## src/rtl/ibex_pkg.sv

```systemverilog
// Shared execution-stage definitions: sequencer states, functional-unit
// indices and latency-counter sizing.
package ibex_pkg;

    typedef enum logic [1:0] {
        EX_SEQ_IDLE = 2'd0,
        EX_SEQ_BUSY = 2'd1,
        EX_SEQ_DONE = 2'd2
    } ex_seq_state_e;

    localparam int EX_FU_ALU    = 0;
    localparam int EX_FU_MULDIV = 1;
    localparam int EX_FU_FPU    = 2;

    localparam int EX_FU_MAX_LAT = 15;
    localparam int EX_LAT_CNT_W  = 4;

endpackage

```

## src/rtl/ibex_ex_lat_cnt.sv

```systemverilog
// Loadable 4-bit down-counter. done_o marks the last cycle of a fixed-latency
// operation, i.e. the cycle in which the unit's result must be sampled.
module ibex_ex_lat_cnt
    import ibex_pkg::*;
(
    input  logic                    clk_i,
    input  logic                    rst_ni,
    input  logic                    clear_i,
    input  logic                    load_i,
    input  logic [EX_LAT_CNT_W-1:0] load_val_i,
    input  logic                    dec_i,
    output logic                    done_o
);

    logic [EX_LAT_CNT_W-1:0] r_cnt;

    always_ff @(posedge clk_i) begin
        if (!rst_ni) begin
            r_cnt <= '0;
        end else if (clear_i) begin
            r_cnt <= '0;
        end else if (load_i) begin
            r_cnt <= load_val_i;
        end else if (dec_i && (r_cnt != '0)) begin
            r_cnt <= r_cnt - 1'b1;
        end
    end

    // Loaded with L at the end of the issue cycle, so it reads 1 in cycle L.
    assign done_o = (r_cnt == EX_LAT_CNT_W'(1));

endmodule

```

## src/rtl/ibex_ex_fu_sequencer.sv

```systemverilog
// Execution-stage sequencer: issues one operation at a time to a functional
// unit, waits for its fixed or handshaked latency and holds the result for writeback.
module ibex_ex_fu_sequencer
    import ibex_pkg::*;
#(
    parameter int NumFu               = 3,
    parameter int DataWidth           = 32,
    parameter int FuLatency [NumFu]   = '{0, 0, 3},
    localparam int FuIdxW             = (NumFu > 1) ? $clog2(NumFu) : 1
) (
    input  logic                       clk_i,
    input  logic                       rst_ni,
    input  logic                       issue_valid_i,
    input  logic [FuIdxW-1:0]          issue_fu_i,
    output logic                       issue_ready_o,
    output logic [NumFu-1:0]           fu_start_o,
    output logic [NumFu-1:0]           fu_kill_o,
    input  logic [NumFu-1:0]           fu_valid_i,
    input  logic [NumFu*DataWidth-1:0] fu_result_i,
    input  logic                       flush_i,
    input  logic                       wb_ready_i,
    output logic                       result_valid_o,
    output logic [DataWidth-1:0]       result_o,
    output logic [FuIdxW-1:0]          result_fu_o,
    output logic                       result_err_o,
    output logic                       busy_o
);

    ex_seq_state_e r_state;
    ex_seq_state_e w_state_d;

    logic [FuIdxW-1:0]       r_sel;
    logic [DataWidth-1:0]    r_result;
    logic                    r_err;

    logic [EX_LAT_CNT_W-1:0] w_lat_tab [NumFu];
    logic                    w_idx_ok;
    logic [EX_LAT_CNT_W-1:0] w_issue_lat;
    logic [EX_LAT_CNT_W-1:0] w_sel_lat;
    logic                    w_sel_valid;
    logic [DataWidth-1:0]    w_sel_result;
    logic                    w_accept;
    logic                    w_capture;
    logic                    w_cnt_done;

    for (genvar k = 0; k < NumFu; k++) begin : g_lat
        assign w_lat_tab[k] = (FuLatency[k] > EX_FU_MAX_LAT) ? EX_LAT_CNT_W'(EX_FU_MAX_LAT)
                                                             : EX_LAT_CNT_W'(FuLatency[k]);
    end

    // Per-FU selection for the incoming index and for the in-flight unit.
    always_comb begin
        w_idx_ok     = (32'(issue_fu_i) < 32'(NumFu));
        w_issue_lat  = '0;
        w_sel_lat    = '0;
        w_sel_valid  = 1'b0;
        w_sel_result = '0;
        for (int k = 0; k < NumFu; k++) begin
            if (issue_fu_i == FuIdxW'(k)) begin
                w_issue_lat = w_lat_tab[k];
            end
            if (r_sel == FuIdxW'(k)) begin
                w_sel_lat    = w_lat_tab[k];
                w_sel_valid  = fu_valid_i[k];
                w_sel_result = fu_result_i[k*DataWidth +: DataWidth];
            end
        end
    end

    ibex_ex_lat_cnt u_lat_cnt (
        .clk_i      (clk_i),
        .rst_ni     (rst_ni),
        .clear_i    (flush_i),
        .load_i     (w_accept && w_idx_ok),
        .load_val_i (w_issue_lat),
        .dec_i      (r_state == EX_SEQ_BUSY),
        .done_o     (w_cnt_done)
    );

    always_ff @(posedge clk_i) begin
        if (!rst_ni) begin
            r_state <= EX_SEQ_IDLE;
        end else begin
            r_state <= w_state_d;
        end
    end

    always_comb begin
        w_state_d     = r_state;
        issue_ready_o = 1'b0;
        w_accept      = 1'b0;
        w_capture     = 1'b0;
        fu_start_o    = '0;
        fu_kill_o     = '0;

        issue_ready_o = rst_ni && !flush_i &&
                        ((r_state == EX_SEQ_IDLE) || ((r_state == EX_SEQ_DONE) && wb_ready_i));
        w_accept      = issue_valid_i && issue_ready_o;
        // A zero latency entry means the unit signals completion itself.
        w_capture     = (r_state == EX_SEQ_BUSY) && !flush_i &&
                        ((w_sel_lat == '0) ? w_sel_valid : w_cnt_done);

        for (int k = 0; k < NumFu; k++) begin
            fu_start_o[k] = w_accept && w_idx_ok && (issue_fu_i == FuIdxW'(k));
            fu_kill_o[k]  = rst_ni && flush_i && (r_state == EX_SEQ_BUSY) && (r_sel == FuIdxW'(k));
        end

        case (r_state)
            EX_SEQ_IDLE: begin
                if (w_accept) begin
                    w_state_d = w_idx_ok ? EX_SEQ_BUSY : EX_SEQ_DONE;
                end
            end
            EX_SEQ_BUSY: begin
                if (w_capture) begin
                    w_state_d = EX_SEQ_DONE;
                end
            end
            EX_SEQ_DONE: begin
                if (w_accept) begin
                    w_state_d = w_idx_ok ? EX_SEQ_BUSY : EX_SEQ_DONE;
                end else if (wb_ready_i) begin
                    w_state_d = EX_SEQ_IDLE;
                end
            end
            default: w_state_d = EX_SEQ_IDLE;
        endcase

        if (flush_i) begin
            w_state_d = EX_SEQ_IDLE;
        end
    end

    // Accept and capture never coincide: accept needs IDLE/DONE, capture needs BUSY.
    always_ff @(posedge clk_i) begin
        if (!rst_ni) begin
            r_sel    <= '0;
            r_result <= '0;
            r_err    <= 1'b0;
        end else if (w_accept) begin
            r_sel <= issue_fu_i;
            r_err <= !w_idx_ok;
            if (!w_idx_ok) begin
                r_result <= '0;
            end
        end else if (w_capture) begin
            r_result <= w_sel_result;
        end
    end

    assign result_valid_o = (r_state == EX_SEQ_DONE);
    assign result_o       = r_result;
    assign result_fu_o    = r_sel;
    assign result_err_o   = r_err;
    assign busy_o         = (r_state != EX_SEQ_IDLE);

endmodule

```

## config.mk

```make
export PLATFORM = sky130hd
export DESIGN_NAME = ibex_ex_fu_sequencer
export DESIGN_NICKNAME = d
export VERILOG_FILES = /design/src/rtl/ibex_pkg.sv /design/src/rtl/ibex_ex_lat_cnt.sv /design/src/rtl/ibex_ex_fu_sequencer.sv
export SDC_FILE = /design/constraint.sdc
export NUM_CORES = 1
export LEC_CHECK = 0
export BUFFER_PORTS_ARGS = -buffer_cell sky130_fd_sc_hd__buf_2
export CAP_MARGIN = 5
export CORE_AREA = 4 4 75 129
export CTS_CLUSTER_SIZE = 14
export DETAILED_ROUTE_END_ITERATION = 16
export DIE_AREA = 0 0 79 133
export HOLD_SLACK_MARGIN = 0.03
export PLACE_DENSITY = 0.54
export SETUP_SLACK_MARGIN = 0.5
export SLEW_MARGIN = 20
export SYNTH_ARGS = -nofsm -noshare
export SYNTH_HDL_FRONTEND = slang
export SYNTH_HIERARCHICAL = 1
export SYNTH_SLANG_ARGS = --single-unit
```

## constraint.sdc

```tcl
create_clock -name clk_i -period 4.2 [get_ports clk_i]
set_input_delay 1.26 -clock clk_i [delete_from_list [all_inputs] [get_ports clk_i]]
set_output_delay 1.26 -clock clk_i [all_outputs]
set_load 0.02 [all_outputs]
```

[Word level (Yosys, flattened, before mapping)]
Index checks and enable logic that the tools add are counted.
Operators by class
  equal/unequal tests: 11
  add/subtract/negate cells: 1
  muxes and demuxes: 20
  order comparisons: 1
  reductions and logical operators: 30
  bitwise operators: 1
Operator list (count)
  $mux 32: 6
  $logic_and 1x1->1: 16
  $mux 2: 7
  $mux 4: 2
  $eq 2x1->1 const B: 3
  $eq 2x2->1 const B: 3
  $logic_not 2->1: 3
  $ne 2x2->1 const B: 3
  $pmux 2 s3: 1
  $reduce_bool 2->1: 3
  $eq 4x1->1 const B: 1
  $logic_not 4->1: 1
  $mux 1: 4
  $reduce_bool 4->1: 1
  $sub 4x1->4 const B: 1
  $ne 3x2->1 const B: 1
  $reduce_and 3->1: 1
  $logic_not 1->1: 2
  $lt 2x2->1 const B: 1
  $reduce_and 2->1: 1
  $reduce_or 2->1: 1
  $logic_or 1x1->1: 1
  $not 1->1: 1
Word-level totals
  output and inout port bits: 44
  flip-flop bits (word level): 41
  bits of input ports: 106

[Logic depth before layout (Yosys ltp)]
Gate-level depths: netlist of the first run.
  depth in word-level cells: 8
  gate-level depth with buffers: 9
  mapped depth without buffers: 7

[By module]
The synthesis of the first run kept the hierarchy.
By module, submodules not included
  ibex_ex_fu_sequencer: cells each 255, instances 1, area each 2240.9 um2
  ibex_ex_lat_cnt: cells each 33, instances 1, area each 289.0 um2

[Worst setup path before layout of the first run]
OpenSTA, ideal clock, no wires.
  kind: input port to output port
  start: input port rst_ni
  end: output port issue_ready_o
  setup slack: 0.501 ns
  stages: 4
  required time: 2.940 ns
  data arrival time: 2.439 ns
  buffers on the path: 2
  path through: clkbuf_1 -> clkbuf_1 -> nand2_1 -> nor3b_1
On the way
  longest elaborated chain between the ends: 2
RTL lines
  start: declaration: RTL line ibex_ex_fu_sequencer.sv:12  | input logic rst_ni,
  $logic_and 1x1->1 (2 in series): RTL line ibex_ex_fu_sequencer.sv:96  | issue_ready_o = rst_ni && !flush_i &&
  end: declaration: RTL line ibex_ex_fu_sequencer.sv:15  | output logic issue_ready_o,
Every way passes these cells.

[Worst setup path after layout of the first run]
  start: input port rst_ni
  end: output port fu_start_o[1]
On the way
  longest elaborated chain between the ends: 5
RTL lines
  $logic_and 1x1->1 (2 in series): RTL line ibex_ex_fu_sequencer.sv:96
  $logic_and 1x1->1: RTL line ibex_ex_fu_sequencer.sv:98  | w_accept = issue_valid_i && issue_ready_o;
  $logic_and 1x1->1 (2 in series): RTL line ibex_ex_fu_sequencer.sv:104  | fu_start_o[k] = w_accept && w_idx_ok && (issue_fu_i == FuIdxW'(k));
  end: declaration: RTL line ibex_ex_fu_sequencer.sv:16  | output logic [NumFu-1:0] fu_start_o,
Every way passes these cells.

==> flow_summary.ini, run 1 <==
[layout]
areaGrowthSynthToFinish_pct = 37.19
layout_common_cells = 148 x buf_2, 46 x mux2i_1, 40 x dfxtp_1
nets = 536
layout_commonest_cell = buf_2
fillCellCount = 947
drive_gt1_share_pct = 40.19
design_area_mm2 = 0.003471
stdcell_count = 545
n_antenna_cell = 0

[route]
wl_per_cell_um = 14.02
drt_pass1_iterations = 4
vias = 2605
drt_iter0_drc = 37
wl_mm = 7.639
ant_nets = 0
routed_via_density = 4.780
drc = 0

[cts]
cts_htree_levels = 2
insertion_delay_ns = 0.28
cts_tree = built
cts.sinks = 41
numCtsBuffers = 5
path_clk_slew_ns = 0.06
clockBufferDepth = 2
hold_buffers = 0
cts-root-buf = clkbuf_16

[synth]
avgSynthCellArea_um2 = 8.784
synth_area_mm2 = 0.002530
yosysSeqAreaShare_pct = 32.44
ys_types = 40
ys_seq_elements = 41
synth_cells = 288
yosys_warnings = 6

[global_routing]
grt-ovfl-total = 0
antenna_found_initial = 0
grt_max_degree = 38
grt_pass1_vias = 2644
grt_pass1_wl_mm = 12.05
track_usage_pct = 14.46

[power]
powerDensity_mw_per_mm2 = 272.7
p_leak_nw = 1.626
peakVddDrop_v = 0.0001732

[timing]
skew_ns = 0.008393
grt_setup_unrepaired = false
setup-tns-final_ns = 0
min_period_ns = 3.563
hold_violations = 0
drv_slew = 0
worst_slew_pin_slew_ns = 0.8452
fin_ws_ns = 0.6372
finalCritPeriodShare_pct = 84.83
fmax_ghz = 0.2807
hold_ws_ns = 0.4544
relSlewSlack_pct = 43.54
setup_viol = 0

[place]
io_buffers = 148
post_dp_cell_area_mm2 = 0.003317
numPlacedInstances = 537
post-place-ws_ns = 0.6126
place.gp.congestion = 0.8159
place_hpwl_mm = 5.934

[critical_path]
slowest_stage = and4bb_2
crit_path_start_kind = primary input
cp_cell_sequence = buf_2 -> and4bb_2 -> nand2_1 -> nor3b_1 -> buf_2
endpoint_kind = output pin
required_ns = 2.94
cp_common_cell = buf_2
cp.arrival_ns = 2.30
crit_type = primary input to output pin
cp_slowest_stage_delay_ns = 0.31
rr_worst_depth = 6
crit_path_max_fanout = 9

[floorplanning]
ios = 150
die_area_mm2 = 0.01051
initial_core_util_pct = 29.18
fp.dieH_um = 133
die_w_um = 79
core-area_mm2 = 0.008671
num_rows = 45

[outcome]
status = complete, no violations

[worst_hold_path]
hold_class = register to register
holdPathStages = 2

[job]
maxCapViolCount = 0
## cell type report
type	count	area (um2)	share of cell area, %
Multi-Input combinational cell	221	1548	44.59
Sequential cell	41	822.0	23.68
Timing Repair Buffer	155	793.3	22.86
Tap cell	117	146.4	4.218
Clock buffer	6	138.9	4.001
Inverter	4	15.01	0.4326
Clock inverter	1	7.507	0.2163
## critical path: cells and delay by family
kind	cells	cell delay, ns
and+or+nand+nor	3	0.67
buffers and inverters	2	0.37
## power breakdown
| part | internal, W | total (W) | switching (W) |
|---|---|---|---|
| Clock | 0.000233 | 0.000381 | 0.000148 |
| Combinational | 0.0000791 | 0.000161 | 0.0000821 |
| Sequential | 0.000397 | 0.000404 | 0.00000725 |
| Total | 0.000709 | 0.000947 | 0.000237 |
## cell families (layout without fill, tap and decap cells)
kind of cell	Yosys count	count (layout)	synth area share (%)
other	1	2	0.1482
AOI/OAI and AO/OA	64	64	19.14
adders and majority gates	2	2	0.9890
and+or+nand+nor	107	107	22.55
muxes	46	46	18.20
buffers and inverters	27	166	6.528
DFF	41	41	32.44
## cells in the mapped netlist (all sizes together)
| master | instances | area (um2) |
|---|---|---|
| nand2 | 38 | 142.6 |
| o21a | 1 | 7.510 |
| ha | 2 | 25.02 |
| nand2b | 4 | 25.02 |
| and4 | 2 | 17.52 |
| nand4 | 1 | 6.260 |
| nor3b | 4 | 30.03 |
| buf | 11 | 105.1 |
| a311oi | 1 | 8.760 |
| a32o | 18 | 180.2 |
| and3 | 3 | 28.78 |
| dfxtp | 41 | 820.8 |
| nor4 | 1 | 6.260 |
| a2111oi | 1 | 15.01 |
| clkbuf | 12 | 45.04 |
| inv | 4 | 15.01 |
| a21boi | 3 | 22.52 |
| nor2b | 8 | 57.55 |
| and4b | 2 | 20.02 |
| mux2i | 46 | 460.4 |
| nand3 | 5 | 25.02 |
| conb | 1 | 3.750 |
| and4bb | 1 | 12.51 |
| a211oi | 2 | 15.01 |
| a21oi | 3 | 26.28 |
| and2 | 15 | 93.84 |
| a41o | 1 | 10.01 |
| or3b | 1 | 11.26 |
| nor2 | 16 | 60.06 |
| o21ai | 32 | 160.2 |
| a2111o | 1 | 11.26 |
| and2b | 1 | 7.510 |
| nor3 | 4 | 20.02 |
| or2 | 1 | 6.260 |
| o2bb2ai | 1 | 27.53 |
## layer usage
metal | wire length, um | GRT usage, % | vias to the layer above | share of wire, %
met1 | 2713 | 13.92 | 1181 | 36
met3 | 528 | 3.406 | 11 | 6.9
met5 | 0 | 0 | - | 0
met4 | 165 | 6.214 | 0 | 2.2
li1 | - | - | 1312 | -
met2 | 4231 | 28.10 | 101 | 55
## sequential cells by signal (all words and copies together) (netlist names)
| name | count |
|---|---|
| u_lat_cnt/r_cnt | 4 |
| result_o | 32 |
| result_fu_o | 2 |
| result_err_o | 1 |
| r_state | 2 |
## path summary, 6_finish.rpt
check / from / slack [ns] / endpoint
setup reg to reg: result_fu_o[1]$_SDFFE_PN0N_ / 1.89 / result_o[0]$_SDFFE_PN0P_
hold / removal: result_o[9]$_SDFFE_PN0P_ / 0.45 / result_o[9]$_SDFFE_PN0P_
hold reg to reg: result_o[9]$_SDFFE_PN0P_ / 0.45 / result_o[9]$_SDFFE_PN0P_
setup / recovery: rst_ni / 0.64 / fu_start_o[1]
## what timing repair did
| action | CTS | global route |
|---|---|---|
| endpoints found under the hold margin | 0 | 0 |
| resized for setup | 0 | 1 |
| endpoints found under the setup margin | 0 | 1 |
| buffers inserted | 0 | 1 |
## metrics by stage
step / util [%] / power, W
after floorplan: - / 0.0005029
after global placement: 38.25 / 0.0005734
after detailed placement: 38.25 / 0.0005764
after CTS: 39.94 / 0.0009664
after global routing: 40.03 / 0.0009927
final: 40.03 / 0.0009465
Power figures use the tool's default switching activity.
==> inputs of run 2 (changes only) <==
--- a/config.mk
+++ b/config.mk
@@ -5,14 +5,15 @@
 export SDC_FILE = /design/constraint.sdc
 export NUM_CORES = 1
 export LEC_CHECK = 0
+export ABC_AREA = 1
 export BUFFER_PORTS_ARGS = -buffer_cell sky130_fd_sc_hd__buf_2
 export CAP_MARGIN = 5
-export CORE_AREA = 4 4 75 129
+export CORE_AREA = 4 4 74 127
 export CTS_CLUSTER_SIZE = 14
 export DETAILED_ROUTE_END_ITERATION = 16
-export DIE_AREA = 0 0 79 133
+export DIE_AREA = 0 0 78 131
 export HOLD_SLACK_MARGIN = 0.03
-export PLACE_DENSITY = 0.54
+export PLACE_DENSITY = 0.56
 export SETUP_SLACK_MARGIN = 0.5
 export SLEW_MARGIN = 20
 export SYNTH_ARGS = -nofsm -noshare
==> constraint.sdc (replaced) <==
create_clock -name clk_i -period 3.2 [get_ports clk_i]
set_input_delay 0.96 -clock clk_i [delete_from_list [all_inputs] [get_ports clk_i]]
set_output_delay 0.96 -clock clk_i [all_outputs]
set_load 0.02 [all_outputs]
==> flow_summary.ini, run 2 <==
[synth]
synthTopCellsByArea = dfxtp_1 34%, nand2_1 26%, nand3_1 12%
ys_seq_elements = 41
yosysMostFrequentCell = nand2_1
synth-edff-count = 0
synth_common_cells = 171 x nand2_1, 59 x nand3_1, 41 x dfxtp_1, 33 x nor2_1, 31 x a21oi_1
yosysSeqAreaShare_pct = 33.69
synth_cells = 409
avgSynthCellArea_um2 = 5.956
ys_types = 26
synth_flop_cell = dfxtp_1
synth_area_mm2 = 0.002436
yosys_warnings = 6
netlist.top_cell.by_area = dfxtp_1
synth-async-reset-ratio_pct = 0
synth_top_area_share_pct = 33.69

[global_routing]
antenna_found_initial = 0
grt_pass1_vias = 2826
grt-ovfl-total = 0
grt_pass1_wl_mm = 12.99
track_usage_pct = 15.86
grt_max_degree = 34

[floorplanning]
fp.dieH_um = 131
ios = 150
initial_core_util_pct = 29.30
num_rows = 44
core-area_mm2 = 0.008313
die_w_um = 78
die_area_mm2 = 0.01022

[critical_path]
endpoint_kind = register
crit_type = primary input to register
required_ns = 3.41
crit_path_start_kind = primary input
cp.arrival_ns = 2.94
crit_path_max_fanout = 3

[place]
io_buffers = 148
place.gp.congestion = 0.8206
place_hpwl_mm = 6.308
numPlacedInstances = 661
post-place-ws_ns = 0.4273

[layout]
stdcell_count = 682
drive_gt1_share_pct = 35.98
largest_reg_flops = 32
layout_common_cells = 171 x nand2_1, 144 x buf_2, 57 x nand3_1
areaGrowthSynthToFinish_pct = 50.44
nets = 675
layout_commonest_cell = nand2_1
n_antenna_cell = 0

[route]
wl_met2_mm = 4.773
drc = 0
wl_met3_um = 455
drt_pass1_iterations = 4
ant_nets = 0
vias = 3044
drt_iter0_drc = 74
wl_per_cell_um = 12.50
wl_mm = 8.524
drt-met1-wl_mm = 3.171
routed_via_density = 4.463
maxUsedRoutingLayer = met4

[power]
p_leak_nw = 1.922
peakVddDrop_v = 0.0002086
powerDensity_mw_per_mm2 = 345.7
p_total_w = 0.001267

[timing]
grt_setup_unrepaired = true
hold_violations = 0
setup-tns-final_ns = 0
fin_ws_ns = 0.4747
skew_ns = 0.005325
hold_ws_ns = 0.4656
relSlewSlack_pct = 55.15
min_period_ns = 2.725
worst_slew_pin_slew_ns = 0.6720
drv_slew = 0
finalCritPeriodShare_pct = 85.17
setup_viol = 0
fmax_ghz = 0.3669

[cts]
cts_htree_levels = 2
cts_tree = built
insertion_delay_ns = 0.28
cts.sinks = 41
path_clk_slew_ns = 0.06
numCtsBuffers = 5
clockBufferDepth = 2
cts-root-buf = clkbuf_16

[job]
maxCapViolCount = 0

[outcome]
status = complete, no violations

[worst_hold_path]
hold_class = register to register
run 2: cell types whose count changed after synthesis, sizes merged, moves of 8 or more:
cell / delta
nand2: +137
nand3: +55
mux2i: -46
a21oi: +28
o21ai: -28
nor2: +22
inv: +19
a32o: -18
and2: -14
nor2b: -8
run 2: area by class of cell:
cell class / instances / area, um2
inverters: 23 / 88.84
multi-input cells: 326 / 1519
clock buffers: 7 / 142.6
repair buffers: 170 / 949.7
fillers: 911 / 4648
well taps: 115 / 143.9
flip-flops and latches: 41 / 820.8
run 2: worst max-delay path, stage by stage:
cell and delay, ns:
buf_8 0.08, inv_4 0.03, a21oi_4 0.19, and2_4 0.20, nand3_4 0.08, buf_6 0.12, buf_4 0.12, buf_6 0.10
buf_6 0.10, buf_4 0.12, buf_4 0.12, buf_4 0.13, buf_4 0.12, buf_4 0.12, buf_4 0.12, buf_6 0.11
a21oi_2 0.13
run 2: worst paths after layout:
path	cells after the start	startpoint	to	slack, ns
max	17	wb_ready_i	result_fu_o[0]$_SDFFE_PN0N_	0.47
min	2	result_err_o$_SDFFE_PN0N_	result_err_o$_SDFFE_PN0N_	0.47
max reg2reg	15	r_state[0]$_SDFFE_PP0P_	result_fu_o[0]$_SDFFE_PN0N_	0.90
min reg2reg	2	result_err_o$_SDFFE_PN0N_	result_err_o$_SDFFE_PN0N_	0.47
run 2: per-layer routing:
metal / vias up / GRT usage, %
met5: - / 0
met4: 0 / 4.737
met3: 8 / 2.538
met2: 95 / 32.53
met1: 1333 / 16.02
li1: 1608 / -
run 2: through the flow:
step | area (um2) | utilization (%)
after floorplan | 2507 | -
after global placement | 3341 | 40.19
after detailed placement | 3341 | 40.19
after CTS | 3606 | 43.38
after global routing | 3665 | 44.08
final | 3665 | 44.08
run 2: logic make-up (layout without fill, tap and decap cells):
kind of cell / Yosys count / count (layout) / share of synthesized area, %
flip-flops: 41 / 41 / 33.69
other: 1 / 2 / 0.1539
AND/OR/NAND/NOR: 287 / 287 / 50.23
buffers and inverters: 43 / 200 / 7.704
AO/OA/AOI/OAI: 35 / 35 / 7.190
adder cells (fa/ha/maj): 2 / 2 / 1.027
run 2: power by group:
group          switching [W]  internal (W)
sequential        0.00000684      0.000519
clock               0.000194      0.000306
combinational       0.000131      0.000110
total               0.000332      0.000935
run 2: repair_timing:
action / CTS / global route
hold endpoints to repair: 0 / 0
hold buffers: 0 / 0
pin swaps: 4 / 6
resized for setup: 6 / 12
setup endpoints to repair: 2 / 5
setup buffers: 13 / 1
gates cloned: 0 / 0
